File: config.mk
export PLATFORM = sky130hd
export DESIGN_NAME = decode_forward_ctrl
export DESIGN_NICKNAME = d
export VERILOG_FILES = /design/src/rtl/decode_pkg.sv /design/src/rtl/fwd_select.sv /design/src/rtl/decode_forward_ctrl.sv
export SDC_FILE = /design/constraint.sdc
export NUM_CORES = 1
export LEC_CHECK = 0
export ABC_CLOCK_PERIOD_IN_PS = 4450
export CAP_MARGIN = 25
export CORE_ASPECT_RATIO = 0.7
export CORE_MARGIN = 2
export CORE_UTILIZATION = 27
export DETAILED_ROUTE_END_ITERATION = 8
export GPL_TIMING_DRIVEN = 0
export PLACE_DENSITY_LB_ADDON = 0.05
export SYNTH_ARGS = -nofsm -noshare
export SYNTH_HDL_FRONTEND = slang
export SYNTH_SLANG_ARGS = --single-unit
export TNS_END_PERCENT = 20
File: constraint.sdc
create_clock -name clk -period 4.45 [get_ports clk]
set_input_delay 0.445 -clock clk [delete_from_list [all_inputs] [get_ports clk]]
set_output_delay 0.445 -clock clk [all_outputs]
set_load 0.05 [all_outputs]
File: src/rtl/decode_pkg.sv
// Shared encodings for the ID-stage decoder and the EX-stage forwarding unit:
// opcode/funct values, ALU operation codes and forward-select codes.
package decode_pkg;

  // Primary opcodes
  localparam logic [5:0] OP_RTYPE = 6'h00;
  localparam logic [5:0] OP_J     = 6'h02;
  localparam logic [5:0] OP_JAL   = 6'h03;
  localparam logic [5:0] OP_BEQ   = 6'h04;
  localparam logic [5:0] OP_BNE   = 6'h05;
  localparam logic [5:0] OP_ADDI  = 6'h08;
  localparam logic [5:0] OP_ADDIU = 6'h09;
  localparam logic [5:0] OP_SLTI  = 6'h0A;
  localparam logic [5:0] OP_SLTIU = 6'h0B;
  localparam logic [5:0] OP_ANDI  = 6'h0C;
  localparam logic [5:0] OP_ORI   = 6'h0D;
  localparam logic [5:0] OP_XORI  = 6'h0E;
  localparam logic [5:0] OP_LUI   = 6'h0F;
  localparam logic [5:0] OP_LW    = 6'h23;
  localparam logic [5:0] OP_SW    = 6'h2B;

  // R-type function codes
  localparam logic [5:0] FN_SLL  = 6'h00;
  localparam logic [5:0] FN_SRL  = 6'h02;
  localparam logic [5:0] FN_SLLV = 6'h04;
  localparam logic [5:0] FN_SRLV = 6'h06;
  localparam logic [5:0] FN_JR   = 6'h08;
  localparam logic [5:0] FN_JALR = 6'h09;
  localparam logic [5:0] FN_ADD  = 6'h20;
  localparam logic [5:0] FN_ADDU = 6'h21;
  localparam logic [5:0] FN_SUB  = 6'h22;
  localparam logic [5:0] FN_SUBU = 6'h23;
  localparam logic [5:0] FN_AND  = 6'h24;
  localparam logic [5:0] FN_OR   = 6'h25;
  localparam logic [5:0] FN_XOR  = 6'h26;
  localparam logic [5:0] FN_NOR  = 6'h27;
  localparam logic [5:0] FN_SLT  = 6'h2A;
  localparam logic [5:0] FN_SLTU = 6'h2B;

  typedef enum logic [3:0] {
    ALU_ADD   = 4'd0,
    ALU_SUB   = 4'd1,
    ALU_AND   = 4'd2,
    ALU_OR    = 4'd3,
    ALU_XOR   = 4'd4,
    ALU_NOR   = 4'd5,
    ALU_SLT   = 4'd6,
    ALU_SLTU  = 4'd7,
    ALU_LUI   = 4'd8,
    ALU_PASSA = 4'd9
  } alu_op_e;

  localparam logic [1:0] FWD_RF  = 2'b00;
  localparam logic [1:0] FWD_WB  = 2'b01;
  localparam logic [1:0] FWD_MEM = 2'b10;

  typedef struct packed {
    logic    reg_dst;
    logic    mem_read;
    logic    mem_to_reg;
    logic    mem_write;
    logic    alu_src;
    logic    reg_write;
    alu_op_e alu_op;
    logic    ext_op;
    logic    shift_index;
    logic    shift_dir;
    logic    alu_a_src;
    logic    call;
    logic    is_beq;
    logic    is_bne;
    logic    jump;
    logic    full_jump;
  } ctrl_t;

endpackage

File: src/rtl/fwd_select.sv
// Forward-select for one EX-stage source operand; MEM result beats WB data,
// and register $0 is never forwarded.
module fwd_select
  import decode_pkg::*;
#(
  parameter int RW = 5
) (
  input  logic          mem_we_i,
  input  logic [RW-1:0] mem_rd_i,
  input  logic          wb_we_i,
  input  logic [RW-1:0] wb_rd_i,
  input  logic [RW-1:0] src_i,
  output logic [1:0]    sel_o
);

  // Priority compare: MEM first, then WB, else register file
  always_comb begin
    sel_o = FWD_RF;
    if (mem_we_i && (mem_rd_i != '0) && (mem_rd_i == src_i))
      sel_o = FWD_MEM;
    else if (wb_we_i && (wb_rd_i != '0) && (wb_rd_i == src_i))
      sel_o = FWD_WB;
  end

endmodule

File: src/rtl/decode_forward_ctrl.sv
// Main decoder, immediate extender and EX forwarding unit for the 5-stage
// MIPS pipeline, plus a sticky illegal-instruction flag.
// Build option: define FORWARD_EN to enable forwarding; otherwise
// ForwardA/ForwardB are tied to the register-file select.
module decode_forward_ctrl
  import decode_pkg::*;
#(
  parameter int DW = 32,
  parameter int RW = 5
) (
  input  logic          clk,
  input  logic          rst,
  input  logic [5:0]    Opcode,
  input  logic [5:0]    Funct,
  input  logic [15:0]   Imm16,
  output logic          RegDst,
  output logic          MemRead,
  output logic          MemtoReg,
  output logic          MemWrite,
  output logic          ALUSrc,
  output logic          RegWrite,
  output logic [3:0]    ALUOp,
  output logic          EXTOP,
  output logic          ShiftIndex,
  output logic          ShiftDirection,
  output logic          ALUasrc,
  output logic          call,
  output logic          IsBeq,
  output logic          IsBne,
  output logic          Jump,
  output logic          FullJump,
  output logic [DW-1:0] Imm32,
  input  logic          mem_RegWrite,
  input  logic          wb_RegWrite,
  input  logic [RW-1:0] mem_RegisterRd,
  input  logic [RW-1:0] wb_RegisterRd,
  input  logic [RW-1:0] exe_RegisterRs,
  input  logic [RW-1:0] exe_RegisterRt,
  output logic [1:0]    ForwardA,
  output logic [1:0]    ForwardB,
  output logic          illegal
);

  ctrl_t ctl;
  logic  valid;
  logic  illegal_q, illegal_d;

  // Main decode: everything defaults to a bubble, legal encodings raise their controls
  always_comb begin
    ctl   = '0;
    ctl.alu_op = ALU_ADD;
    valid = 1'b1;
    unique case (Opcode)
      OP_RTYPE: begin
        ctl.reg_dst   = 1'b1;
        ctl.reg_write = 1'b1;
        unique case (Funct)
          FN_ADD, FN_ADDU: ctl.alu_op = ALU_ADD;
          FN_SUB, FN_SUBU: ctl.alu_op = ALU_SUB;
          FN_AND:          ctl.alu_op = ALU_AND;
          FN_OR:           ctl.alu_op = ALU_OR;
          FN_XOR:          ctl.alu_op = ALU_XOR;
          FN_NOR:          ctl.alu_op = ALU_NOR;
          FN_SLT:          ctl.alu_op = ALU_SLT;
          FN_SLTU:         ctl.alu_op = ALU_SLTU;
          FN_SLL, FN_SRL, FN_SLLV, FN_SRLV: begin
            ctl.alu_a_src   = 1'b1;
            ctl.alu_op      = ALU_PASSA;
            ctl.shift_dir   = Funct[1];
            ctl.shift_index = Funct[2];
          end
          FN_JR: begin
            ctl.reg_write = 1'b0;
            ctl.jump      = 1'b1;
            ctl.full_jump = 1'b1;
          end
          FN_JALR: begin
            ctl.jump      = 1'b1;
            ctl.full_jump = 1'b1;
            ctl.call      = 1'b1;
          end
          default: begin
            ctl   = '0;
            valid = 1'b0;
          end
        endcase
      end
      OP_ADDI, OP_ADDIU, OP_SLTI, OP_SLTIU,
      OP_ANDI, OP_ORI, OP_XORI, OP_LUI, OP_LW: begin
        ctl.alu_src   = 1'b1;
        ctl.reg_write = 1'b1;
        unique case (Opcode)
          OP_SLTI:  begin ctl.alu_op = ALU_SLT;  ctl.ext_op = 1'b1; end
          OP_SLTIU: begin ctl.alu_op = ALU_SLTU; ctl.ext_op = 1'b1; end
          OP_ANDI:  ctl.alu_op = ALU_AND;
          OP_ORI:   ctl.alu_op = ALU_OR;
          OP_XORI:  ctl.alu_op = ALU_XOR;
          OP_LUI:   ctl.alu_op = ALU_LUI;
          OP_LW: begin
            ctl.ext_op     = 1'b1;
            ctl.mem_read   = 1'b1;
            ctl.mem_to_reg = 1'b1;
          end
          default:  ctl.ext_op = 1'b1;  // addi / addiu
        endcase
      end
      OP_SW: begin
        ctl.ext_op    = 1'b1;
        ctl.alu_src   = 1'b1;
        ctl.mem_write = 1'b1;
      end
      OP_BEQ: begin
        ctl.is_beq = 1'b1;
        ctl.ext_op = 1'b1;
      end
      OP_BNE: begin
        ctl.is_bne = 1'b1;
        ctl.ext_op = 1'b1;
      end
      OP_J:   ctl.jump = 1'b1;
      OP_JAL: begin
        ctl.jump      = 1'b1;
        ctl.call      = 1'b1;
        ctl.reg_write = 1'b1;
      end
      default: valid = 1'b0;
    endcase
  end

  assign RegDst         = ctl.reg_dst;
  assign MemRead        = ctl.mem_read;
  assign MemtoReg       = ctl.mem_to_reg;
  assign MemWrite       = ctl.mem_write;
  assign ALUSrc         = ctl.alu_src;
  assign RegWrite       = ctl.reg_write;
  assign ALUOp          = ctl.alu_op;
  assign EXTOP          = ctl.ext_op;
  assign ShiftIndex     = ctl.shift_index;
  assign ShiftDirection = ctl.shift_dir;
  assign ALUasrc        = ctl.alu_a_src;
  assign call           = ctl.call;
  assign IsBeq          = ctl.is_beq;
  assign IsBne          = ctl.is_bne;
  assign Jump           = ctl.jump;
  assign FullJump       = ctl.full_jump;

  assign Imm32 = {{(DW-16){ctl.ext_op & Imm16[15]}}, Imm16};

`ifdef FORWARD_EN
  fwd_select #(.RW(RW)) u_fwd_a (
    .mem_we_i (mem_RegWrite),
    .mem_rd_i (mem_RegisterRd),
    .wb_we_i  (wb_RegWrite),
    .wb_rd_i  (wb_RegisterRd),
    .src_i    (exe_RegisterRs),
    .sel_o    (ForwardA)
  );

  fwd_select #(.RW(RW)) u_fwd_b (
    .mem_we_i (mem_RegWrite),
    .mem_rd_i (mem_RegisterRd),
    .wb_we_i  (wb_RegWrite),
    .wb_rd_i  (wb_RegisterRd),
    .src_i    (exe_RegisterRt),
    .sel_o    (ForwardB)
  );
`else
  // Hazards resolved by stalls elsewhere; tag inputs are intentionally sunk
  logic unused_fwd;
  assign unused_fwd = ^{mem_RegWrite, wb_RegWrite, mem_RegisterRd,
                        wb_RegisterRd, exe_RegisterRs, exe_RegisterRt};
  assign ForwardA = FWD_RF;
  assign ForwardB = FWD_RF;
`endif

  // Sticky flag: reset wins, otherwise an undefined decode latches it high
  always_comb begin
    illegal_d = illegal_q | ~valid;
  end

  // Illegal flag register
  always_ff @(posedge clk) begin
    if (!rst) illegal_q <= 1'b0;
    else      illegal_q <= illegal_d;
  end

  assign illegal = illegal_q;

endmodule

Yosys cells after proc, flatten, opt, wreduce, memory -nomap -nowiden:

Cells that the tools add are included.

* bits in registers: 1
* bits of input ports: 52
* logic and storage cells: 71
* output and inout bits: 56

* reduce and logical (&&, ||, !) cells: 14
* mux-type cells: 24
* equal/unequal tests: 29
* bitwise gates (word level): 3

Operators with widths (count)
* $eq A6 B6 Y1 const B: 12
* $eq A6 B4 Y1 const B: 10
* $pmux W4 S8: 1
* $eq A6 B3 Y1 const B: 4
* $pmux W4 S6: 1
* $reduce_or A10 Y1: 2
* $eq A6 B2 Y1 const B: 3
* $reduce_or A16 Y1: 1
* $reduce_or A15 Y1: 1
* $pmux W1 S2: 7
* $reduce_or A14 Y1: 1
* $logic_not A6 Y1: 2
* $reduce_or A9 Y1: 1
* $mux W1: 8
* $pmux W4 S2: 1
* $reduce_or A4 Y1: 2
* $mux W3: 2
* $reduce_or A2 Y1: 3
* $mux W5: 1
* $mux W2: 2
* $pmux W2 S2: 1
* $reduce_or A3 Y1: 1
* $and A1 B1 Y1: 1
* $not A1 Y1: 1
* $or A1 B1 Y1: 1

Logic depth before layout (Yosys ltp):

Gate-level depths: netlist (run 1).

* depth in word-level cells: 6
* depth in mapped cells: 6
* gate-level depth less buffers: 4

Least setup slack after synthesis (run 1):

OpenSTA, ideal clock, no wires.

* path kind: input -> output
* from: input port Opcode[5]
* to: output port Imm32[17]
* data arrival time: 3.318 ns
* required time: 4.005 ns
* setup slack: 0.687 ns
* path buffers: 2
* stages: 6
* cells stage by stage: buf_6 nand2b_1 a21oi_1 a21oi_1 nor3b_1 buf_4

* word-level cells in the longest chain between the ends: 5
* elaborated cells on any way between the ends: 18
* those cells by class: 12 x eq/ne; 2 x mux; 1 x bitwise; 3 x reduce/logical

RTL lines
* start, declared: RTL line decode_forward_ctrl.sv:13 `input logic [5:0] Opcode,`
* $eq A6 B4 Y1: RTL line decode_forward_ctrl.sv:53, decode_forward_ctrl.sv:92
* $reduce_or A4 Y1 (no source line)
* $mux W1: RTL line decode_forward_ctrl.sv:92 `unique case (Opcode)`
* $pmux W1 S2 (*): RTL line decode_forward_ctrl.sv:53 `unique case (Opcode)`
* $and A1 B1 Y1 (*): RTL line decode_forward_ctrl.sv:147 `assign Imm32 = {{(DW-16){ctl.ext_op & Imm16[15]}}, Imm16};`
* end, declared: RTL line decode_forward_ctrl.sv:32 `output logic [DW-1:0] Imm32,`

Mark *: on every way between the ends. The rest lies on a longest branch, timed or not.

Worst setup path in the final report (run 1):

* from: input port Opcode[2]
* to: output port Imm32[30]

Same word-level chain as after synthesis.

==> out/results.ini, run 1 <==
[outcome]
outcome=finished clean

[clocking]
cts_resized=0
cts_hold_buf=0
worstSkewPairLatency_ns=0
post_cts_buffers=0
cts.clk_slew.worst_paths_ns=0

[power_and_ir_drop]
cellInternalPower_mw=0.0747
sequentialPowerShare_pct=6.0
p_clk_share_pct=0
p_switching_mw=0.0985
pwr_density_cell_nw_per_um2=117
ir_drop_uv=63.5
p_leak_nw=0.623
switching_share_pct=56.9
power_frac_comb_pct=94.0

[finish]
nets=229
postLayoutCellArea_sq_um=1490
layout_commonest_cell=clkdlybuf4s50_1
largest_reg_flops=1
synthToLayoutAreaGrowth_pct=80.4
drive_gt1_share_pct=32.0
final_cell_count_no_fill=211
n_antenna_cell=0
final_cell_mix=clkdlybuf4s50_1, buf_4, nor2_1

[sta]
finalCriticalPeriod_ns=3.79
max_freq_ghz=0.264
rsz0062_at_grt=no
tns_ns=0
fin_skew_ns=0
hold_viol=0
fin_ws_ns=0.661
slew_violations=0
tightest_slew_ns=0.685
slew_headroom_pct=54.3
finalSetupViolations=0
period_share_pct=85.1
whs_ns=0.524

[critical_path]
startpoint_type=input port
slowest_stage=clkdlybuf4s50_1
critPathRequiredTime_ns=4.01
cp_data_arrival_time_ns=3.34
timing_worst_setup_path_type=in2out
crit_fanout=10
path_buf_inv=4
crit_family=buffers and inverters
crit_chain=clkdlybuf4s50_1 > nor2b_1 > a21oi_1 > nor3b_1 > buf_2 > buf_4 > clkdlybuf4s50_1
r2r_cells=1
end_kind=output pin
crit_top_cell=clkdlybuf4s50_1
path_depth=7
timing.rr.start=illegal
slowest_delay_ns=0.80
crit_path_start=Opcode[2]

[placed_design]
dp_slack_ns=0.662
placed_area_sq_um=1490
gp_congestion=0.717
placed_cells=211
io_buffers=60
dp_hpwl_microns=2070

[global_route]
track_usage_pct=13.0
grt-ovfl-total=0
gr-usage-met2_pct=22.2
top_usage_layer=met2
antenna_found_initial=0
grt_pass1_wl_microns=3930
grt_max_degree=11
grtUsageMet1_pct=18.5
use_met3_pct=1.81
grt_pass1_vias=838

[route]
via_per_inst=4.41
wl_per_cell_microns=11.8
wl_microns=2490
drcViolationCount=0
drtPass1Iterations=3
drt_iter0_markers=17
ant_nets=0
vias=931

[floorplan]
die-area_sq_um=3510
start_util_pct=29.0
coreArea_sq_um=2840
ios=108
rows=16
die_height_microns=50.2
die_x_microns=70

[logic_synthesis]
yosysTopAreaCell=buf_4
ys_seq_area_share_pct=2.43
async_flop_share_pct=0
ys_ff_latch=1
synth_cell_types=40
synth_top_area_share_pct=32.8
synth_area_leaders=buf_4, buf_6, a21oi_1
synth_ff_type=dfxtp_1
synth-warning-count=0
synth_area_sq_um=823
syn-instance-count=111
syn_area_per_cell_sq_um=7.42
synth_enable_flop_cells=0

[worst_hold_path]
hold_depth=1
min_from=illegal
min-delay-path-class=reg2reg

[job]
max_cap_viol_count=0

[power groups by stage]
stage                     registers, mW  logic, mW  clock network, mW
after detailed placement         0.0103      0.163                  0
after global routing             0.0104      0.170                  0
after global placement           0.0103      0.161                  0
after floorplan                  0.0127      0.115                  0
final                            0.0103      0.163                  0
after CTS                        0.0103      0.163                  0
[final timing paths]
kind                to  slack [ns]
max          Imm32[30]        0.66
min reg2reg    illegal        0.52
max reg2reg    illegal        3.71
min            illegal        0.52
[per-stage QoR]
step / total power, mW / util, %
finish: 0.173 / 52.2
global route: 0.181 / 52.2
CTS: 0.173 / 52.2
detailed placement: 0.173 / 52.2
global placement: 0.172 / 52.1
floorplan: 0.128 / -
[cell usage after synthesis (2+ instances only)]
library cell	n
a21oi_1	9
inv_1	2
buf_6	6
nand3_1	3
nand2_1	4
buf_4	36
nor3b_1	3
nor2_1	12
and2_1	3
o21ai_1	2
nor3_1	2
[cells by family after synthesis]
group                     synth area share (%)
buffers and inverters                     42.6
and+or+nand+nor                           33.1
AOI/OAI and AO/OA                         20.4
xor gates and xnor gates                  1.06
DFF                                       2.43
other                                    0.455
[routing by layer]
metal	share of wire, %	vias up
li1	-	472
met1	47	409
met2	45	50
met3	8.2	0
met4	0	0
met5	0	-
[area by class of cell]
class / count / area, sq um
plain buffers: 43 / 343
fillers: 288 / 1360
inverters: 2 / 7.51
multi-input cells: 68 / 464
flip-flops and latches: 1 / 20.0
well taps: 36 / 45.0
repair buffers: 61 / 606
Power figures use the tool's default switching activity.
==> run 2: changes to the inputs <==
--- a/config.mk
+++ b/config.mk
@@ -5,12 +5,13 @@
 export SDC_FILE = /design/constraint.sdc
 export NUM_CORES = 1
 export LEC_CHECK = 0
-export ABC_CLOCK_PERIOD_IN_PS = 4450
 export CAP_MARGIN = 25
 export CORE_ASPECT_RATIO = 0.7
 export CORE_MARGIN = 2
-export CORE_UTILIZATION = 27
+export CORE_UTILIZATION = 28
+export CTS_BUF_LIST = sky130_fd_sc_hd__clkbuf_8
 export DETAILED_ROUTE_END_ITERATION = 8
+export GPL_ROUTABILITY_DRIVEN = 0
 export GPL_TIMING_DRIVEN = 0
 export PLACE_DENSITY_LB_ADDON = 0.05
 export SYNTH_ARGS = -nofsm -noshare
==> run 2 against run 1 <==
  * Cell count unchanged
  * Core utilization rose by 0.75 points
  * Power is 0.73% lower
  * Via count increased by 1.5%
  * Die area is 3.3% lower
  * Worst setup slack improved by 0.034 ns
  * First-iteration DRC count is 53% lower
  * Global-route usage about the same
  * Largest power group unchanged
==> out/results.ini, run 2 (synthesized netlist as in run 1, its figures left out) <==
[sta]
fin_skew_ns=0  ; unchanged
period_share_pct=84.4  ; was 85.1%
tightest_slew_ns=0.627  ; was 0.685 ns
max_freq_ghz=0.266  ; was 0.264 GHz
finalCriticalPeriod_ns=3.75  ; was 3.79 ns
hold_viol=0  ; unchanged
finalSetupViolations=0  ; unchanged
slew_headroom_pct=58.1  ; was 54.3%
rsz0062_at_grt=no  ; unchanged
tns_ns=0  ; unchanged
slew_violations=0  ; unchanged
fin_ws_ns=0.696  ; was 0.661 ns
whs_ns=0.523  ; was 0.524 ns

[route]
via_per_inst=4.48  ; was 4.41
drt_iter0_markers=8  ; was 17
wl_per_cell_microns=10.6  ; was 11.8 microns
vias=945  ; was 931
drtPass1Iterations=4  ; was 3
ant_nets=0  ; unchanged
wl_microns=2240  ; was 2490 microns
drcViolationCount=0  ; unchanged

[placed_design]
placed_area_sq_um=1490  ; unchanged
dp_slack_ns=0.708  ; was 0.662 ns
placed_cells=211  ; unchanged
io_buffers=60  ; unchanged
dp_hpwl_microns=1850  ; was 2070 microns

[finish]
fillers=263  ; was 288
layout_commonest_cell=clkdlybuf4s50_1  ; unchanged
drive_gt1_share_pct=32.0  ; unchanged
nets=229  ; unchanged
postLayoutCellArea_sq_um=1490  ; unchanged
final_util_pct=53.0  ; was 52.2%
final_cell_count_no_fill=211  ; unchanged
final_cell_mix=clkdlybuf4s50_1, buf_4, nor2_1  ; unchanged
n_antenna_cell=0  ; unchanged
largest_reg_flops=1  ; unchanged
synthToLayoutAreaGrowth_pct=80.4  ; unchanged

[floorplan]
rows=16  ; unchanged
ios=108  ; unchanged
start_util_pct=29.4  ; was 29.0%
die_x_microns=68.8  ; was 70 microns
coreArea_sq_um=2800  ; was 2840 sq um
die-area_sq_um=3400  ; was 3510 sq um
die_height_microns=49.4  ; was 50.2 microns

[global_route]
top_usage_layer=met2  ; unchanged
gr-usage-met2_pct=20.7  ; was 22.2%
grt_max_degree=12  ; was 11
grtUsageMet1_pct=20.1  ; was 18.5%
track_usage_pct=13.0  ; about the same
antenna_found_initial=0  ; unchanged
use_met3_pct=0.924  ; was 1.81%
grt_pass1_vias=849  ; was 838
grt-ovfl-total=0  ; unchanged
grt_pass1_wl_microns=3670  ; was 3930 microns

[worst_hold_path]
min-delay-path-class=reg2reg  ; unchanged

[clocking]
post_cts_buffers=0  ; unchanged
cts_hold_buf=0  ; unchanged
worstSkewPairLatency_ns=0  ; about the same
cts.clk_slew.worst_paths_ns=0  ; about the same
cts_resized=0  ; unchanged

[critical_path]
end_kind=output pin  ; unchanged
critPathRequiredTime_ns=4.01  ; about the same
crit_fanout=11  ; was 10
startpoint_type=input port  ; unchanged
timing_worst_setup_path_type=in2out  ; unchanged
cp_data_arrival_time_ns=3.31  ; was 3.34 ns

[power_and_ir_drop]
pwr_density_cell_nw_per_um2=116  ; was 117 nW/um^2
p_leak_nw=0.623  ; unchanged
ir_drop_uv=63.9  ; was 63.5 uV
total_power_mw=0.172  ; was 0.173 mW

[job]
max_cap_viol_count=0  ; unchanged

[outcome]
outcome=finished clean  ; unchanged

## run 2: layout make-up
type / instances / area, sq um / area share (%)
plain buffers: 43 / 343 / 23.1
inverters: 2 / 7.51 / 0.505
multi-input cells: 68 / 464 / 31.3
flip-flops and latches: 1 / 20.0 / 1.35
well taps: 36 / 45.0 / 3.03
repair buffers: 61 / 606 / 40.8
## run 2: power breakdown
part           switching [mW]  internal (mW)  total, mW
clock                       0              0          0
combinational          0.0968         0.0648      0.162
sequential           0.000457        0.00985     0.0103
total                  0.0973         0.0747      0.172
## run 2: final timing paths
check                               start   endpoint  slack [ns]  cells past startpoint
worst max register to register    illegal    illegal        3.71                      1
worst max-delay path            Opcode[2]  Imm32[21]        0.70                      7
worst min register to register    illegal    illegal        0.52                      1
worst min-delay path              illegal    illegal        0.52                      1
## run 2: routing by layer
layer / wire length [microns] / part of all wire, %
met5: 0 / 0
met2: 886 / 40
met1: 1090 / 49
met4: 0 / 0
met3: 266 / 12
## run 2: critical path, cell delays in order
cell             delay [ns]
clkdlybuf4s50_1        0.61
nor2b_1                0.33
a21oi_1                0.13
nor3b_1                0.54
buf_2                  0.33
buf_4                  0.14
clkdlybuf4s50_1        0.79
